### config.mk
export PLATFORM = sky130hd
export DESIGN_NAME = sr_piso_unloader
export DESIGN_NICKNAME = d
export VERILOG_FILES = /design/src/rtl/sr_piso_unloader_pkg.sv /design/src/rtl/sr_piso_unloader_lane.sv /design/src/rtl/sr_piso_unloader.sv
export SDC_FILE = /design/constraint.sdc
export NUM_CORES = 1
export LEC_CHECK = 0
export CORE_AREA = 3 3 123 125
export CTS_CLUSTER_DIAMETER = 200
export DETAILED_ROUTE_END_ITERATION = 8
export DIE_AREA = 0 0 126 128
export DONT_BUFFER_PORTS = 1
export GPL_ROUTABILITY_DRIVEN = 0
export MAX_ROUTING_LAYER = met4
export PLACE_DENSITY_LB_ADDON = 0.1
export SLEW_MARGIN = 5
export SYNTH_ARGS = -nofsm -noshare
export SYNTH_HDL_FRONTEND = slang
export SYNTH_SLANG_ARGS = --single-unit
### constraint.sdc
create_clock -name clk -period 5.6 [get_ports clk]
set_input_delay 1.4 -clock clk [delete_from_list [all_inputs] [get_ports clk]]
set_output_delay 1.4 -clock clk [all_outputs]
set_load 0.05 [all_outputs]
### src/rtl/sr_piso_unloader_pkg.sv
// Shared types and helpers for the parallel-in / serial-out unloader.
// Optional build macro: SR_PISO_LSB_FIRST_EN selects LSB-first bit order.
package sr_pkg;

   typedef enum logic {
      IDLE  = 1'b0,
      SHIFT = 1'b1
   } state_t;

   // Counter must hold the value depth itself, hence depth+1 codes.
   function automatic int cnt_w(input int depth);
      return $clog2(depth + 1);
   endfunction

`ifdef SR_PISO_LSB_FIRST_EN
   localparam bit LSB_FIRST = 1'b1;
`else
   localparam bit LSB_FIRST = 1'b0;
`endif

endpackage

### src/rtl/sr_piso_unloader_lane.sv
// One serial lane: a depth-bit register that loads in parallel and shifts
// toward its head bit. All sequencing lives in the top.
module sr_piso_lane
   import sr_pkg::*;
#(
   parameter int depth = 130
) (
   input  logic             clk,
   input  logic             rst,
   input  logic             load,
   input  logic             shift,
   input  logic [depth-1:0] d,
   output logic             q
);

   logic [depth-1:0] sr;

   // Load has priority so a back-to-back reload replaces the final shift.
   always_ff @(posedge clk or posedge rst) begin
      if (rst) begin
         sr <= '0;
      end else if (load) begin
         sr <= d;
      end else if (shift) begin
         if (LSB_FIRST) sr <= {1'b0, sr[depth-1:1]};
         else           sr <= {sr[depth-2:0], 1'b0};
      end
   end

   assign q = LSB_FIRST ? sr[0] : sr[depth-1];

endmodule

### src/rtl/sr_piso_unloader.sv
// Parallel-in / serial-out unloader: accepts one depth-bit word per lane over
// a valid/ready port and shifts it out one bit per lane per enabled clock.
// Optional build macro: SR_PISO_LSB_FIRST_EN (bit 0 first instead of MSB).
module sr_piso_unloader
   import sr_pkg::*;
#(
   parameter int width = 1,
   parameter int depth = 130
) (
   input  logic                   clk,
   input  logic                   rst,
   input  logic                   load_valid,
   output logic                   load_ready,
   input  logic [width*depth-1:0] load_data,
   input  logic                   e,
   output logic [width-1:0]       q,
   output logic                   q_valid,
   output logic                   last,
   output logic                   busy
);

   localparam int             CW       = cnt_w(depth);
   localparam logic [CW-1:0]  CNT_FULL = CW'(depth);
   localparam logic [CW-1:0]  CNT_ONE  = CW'(1);

   state_t        state, state_nxt;
   logic [CW-1:0] cnt, cnt_nxt;
   logic          at_last;
   logic          accept;
   logic          shift;

   assign at_last    = (state == SHIFT) && (cnt == CNT_ONE);
   // Ready never looks at load_valid, so the handshake has no comb loop.
   assign load_ready = (state == IDLE) || (at_last && e);
   assign accept     = load_ready && load_valid;
   assign shift      = (state == SHIFT) && e;

   assign q_valid = (state == SHIFT);
   assign busy    = (state == SHIFT);
   assign last    = at_last;

   // State and bit counter register; reset drops any word in flight.
   always_ff @(posedge clk or posedge rst) begin
      if (rst) begin
         state <= IDLE;
         cnt   <= '0;
      end else begin
         state <= state_nxt;
         cnt   <= cnt_nxt;
      end
   end

   // Next state: count enabled shifts, reload without a bubble on the last bit.
   always_comb begin
      state_nxt = state;
      cnt_nxt   = cnt;
      case (state)
         IDLE: begin
            if (load_valid) begin
               state_nxt = SHIFT;
               cnt_nxt   = CNT_FULL;
            end
         end
         SHIFT: begin
            if (e) begin
               if (cnt == CNT_ONE) begin
                  if (load_valid) begin
                     cnt_nxt = CNT_FULL;
                  end else begin
                     state_nxt = IDLE;
                     cnt_nxt   = '0;
                  end
               end else if (cnt != '0) begin
                  cnt_nxt = cnt - CNT_ONE;
               end
            end
         end
         default: begin
            state_nxt = IDLE;
            cnt_nxt   = '0;
         end
      endcase
   end

   // One independent shift register per lane, all driven by the shared FSM.
   for (genvar g = 0; g < width; g++) begin : g_lane
      sr_piso_lane #(.depth(depth)) u_lane (
         .clk   (clk),
         .rst   (rst),
         .load  (accept),
         .shift (shift),
         .d     (load_data[g*depth +: depth]),
         .q     (q[g])
      );
   end

endmodule

==> qor.yml <==
antenna_found_initial: 0
rsz0062_at_grt: "false"
required_ns: 4.20
synth_nets: 638
layout_min_cycle_time_ns: 3.77
syn_area_per_cell_um2: 12.7
hold_path.class: "reg -> reg"
reg2reg_from: "cnt[1]"
hold_violations: 0
critPathMaxFanout: 5
rows: 43
fin_crit_sh_pct: 67.4
clk_path_buf_depth: 2
r2r-end: "g_lane[0].u_lane.sr[118]"
start_util_pct: 45.3
cp.arrival_ns: 2.37
rr_worst_depth: 7
cts-resized-gates: 0
r2r_slack_ns: 2.53
cts.sinks: 139
yosysWarnings: 0
final-setup-viol-count: 0
antennaDiodeCount: 0
post_cts_buffers: 0
ys_ff_latch: 139
worstSkewPairLatency_ns: 0.41
io_buffers: 0
grt.overflow.total: 0
num_vias: 4132
ctsHoldBuffers: 0
worst-path-buf-inv: 1
core_area_um2: 14000
busiest_layer: "met2"
dr.pass1.iters: 4
die_w_um: 126
dpl-instance-area_um2: 6310
nets: 617
clk_pin_slew_ns: 0.06
totalWireLength_mm: 14.3
slowest_stage: "or4b_4"
design_area_um2: 6890
vias_per_cell: 6.15
grt_use_met3_pct: 6.08
setup_tns_ns: 0
worstHoldStart: "g_lane[0].u_lane.sr[60]"
synth_cells: 501
max-slew-margin-rel_pct: 27.9
tightest_slew_ns: 1.08
final_cell_mix: "139 x dfrtp_1, 131 x and2_1, 129 x a221o_1"
ios: 139
p_per_area_nw_per_um2: 528
dp_cells: 641
cts_max_level: 4
final-instance-count-excl-fill: 672
avgRoutedWirePerCell_um: 21.3
ant_nets: 0
synth_cell_type_count: 36
clock-root-buffer: "clkbuf_16"
grt_pass1_wl_mm: 23.9
grt_pass1_vias: 4286
die_area_um2: 16100
max_freq_mhz: 265
drv_cap: 0
leakagePower_nw: 3.16
grt_usage_pct: 19.0
drt_iter0_markers: 432
grt_use_met2_pct: 27.0
crit_family: "simple AND/OR/NAND/NOR gates"
power.ir.vdd_worst_uv: 243
final_common_cell: "dfrtp_1"
syn_area_um2: 6340
whs_path_depth: 1
crit_chain: "inv_1 -> ha_1 -> or4b_4 -> nor2_4 -> and2_1"
hold-path-endpoint: "g_lane[0].u_lane.sr[61]"
drv_slew: 0
cts_buffers: 17
met1_usage_pct: 26.5
criticalPathCategory: "reg -> out"
max_stage_delay_ns: 0.54
grt_max_degree: 133
drc_errors: 0
die_h_um: 128
end_kind: "output port"
finClkSkew_ns: 0.00591
tritoncts: "done"
synth-seq-area-share_pct: 54.8
status: "finished clean"
synthToLayoutAreaGrowth_pct: 8.54
hpwl_mm: 8.39
drive_above_1_share_pct: 8.94
crit_path_start_kind: "flip-flop"
==> layout make-up <==
class,count,area [µm²]
Fill cell,1287,7100
Tap cell,180,225
Timing Repair Buffer,6,57.6
Clock buffer,23,478
Multi-Input combinational cell,312,2530
Inverter,4,20.0
Clock inverter,8,92.6
Sequential cell,139,3480
==> routing by layer <==
| layer | vias up | wire (µm) |
|---|---|---|
| met2 | 115 | 6750 |
| li1 | 1868 | - |
| met1 | 2138 | 6580 |
| met3 | 11 | 847 |
| met5 | - | 0 |
| met4 | 0 | 129 |
==> sequential cells by signal (all words and copies together), names as in the netlist <==
signal	cells
cnt	8
busy	1
g_lane.u_lane.sr	130
==> cell families (layout without fill, tap and decap cells) <==
| kind of cell | count (synthesis) | count (layout) | synth area share [%] |
|---|---|---|---|
| AOI/OAI and AO/OA | 145 | 145 | 22.6 |
| xor gates and xnor gates | 3 | 3 | 0.414 |
| muxes | 3 | 3 | 0.493 |
| DFF | 139 | 139 | 54.8 |
| buffers and inverters | 50 | 41 | 5.64 |
| adders and majority gates | 3 | 3 | 0.592 |
| and+or+nand+nor | 158 | 158 | 15.4 |
==> metrics by stage <==
stage / setup slack, ns / hold slack, ns / utilization [%] / total power, mW
after global placement: 2.15 / 0.482 / 45.1 / 2.52
after detailed placement: 2.15 / 0.486 / 45.1 / 2.55
after floorplan: 0.475 / 0.471 / - / 2.40
after global routing: 1.70 / 0.520 / 49.2 / 3.88
final: 1.83 / 0.498 / 49.2 / 3.64
after CTS: 1.79 / 0.500 / 49.2 / 3.68
==> worst reg2reg max path, cell delays in order (launching register included) <==
cell and delay (ns):
dfrtp_1 0.40, inv_1 0.11, ha_1 0.28, or4b_4 0.54, o31ai_4 0.56, and2_4 0.27, buf_12 0.35, a221o_1 0.49
==> Yosys cell counts <==
cell type	n	share of area, %
clkbuf_1	17	1.0
mux2i_1	2	0.32
o31a_1	1	0.14
nor4_1	1	0.099
nor3b_1	1	0.12
nand2b_1	3	0.30
o2111ai_1	1	0.14
o21ai_0	1	0.079
and2_1	132	13
o211ai_1	1	0.12
buf_6	19	3.4
buf_8	1	0.24
dfrtp_1	139	55
or4b_2	1	0.16
xor2_1	3	0.41
nand3_1	1	0.079
a21oi_1	3	0.24
nor2_1	7	0.41
or4b_4	1	0.22
nand2_1	2	0.12
o21bai_1	1	0.12
a221o_1	129	20
nor2_4	1	0.18
ha_1	3	0.59
buf_4	2	0.24
buf_2	7	0.55
a211oi_1	1	0.12
a22o_1	1	0.14
or3_1	2	0.20
a211o_1	1	0.14
inv_1	4	0.24
nor3_1	3	0.24
mux2_2	1	0.18
nand4_1	3	0.30
o31ai_4	2	0.67
o31ai_1	3	0.36
==> how the worst max path moves through the flow <==
stage / from / endpoint / slack (ns) / cells after the start
finish: cnt[1] / last / 1.83 / 5
floorplan: rst / busy / 0.48 / 1
global placement: e / load_ready / 2.15 / 2
global route: cnt[1] / last / 1.70 / 5
detailed placement: e / load_ready / 2.15 / 2
CTS: cnt[1] / last / 1.79 / 5
==> where the power goes <==
group	leakage, nW	total, mW	internal (mW)	switching (mW)
combinational	1.02	0.890	0.494	0.396
sequential	1.85	1.66	1.42	0.239
clock	0.283	1.09	0.684	0.405
total	3.16	3.64	2.60	1.04
Power figures use the tool's default switching activity.
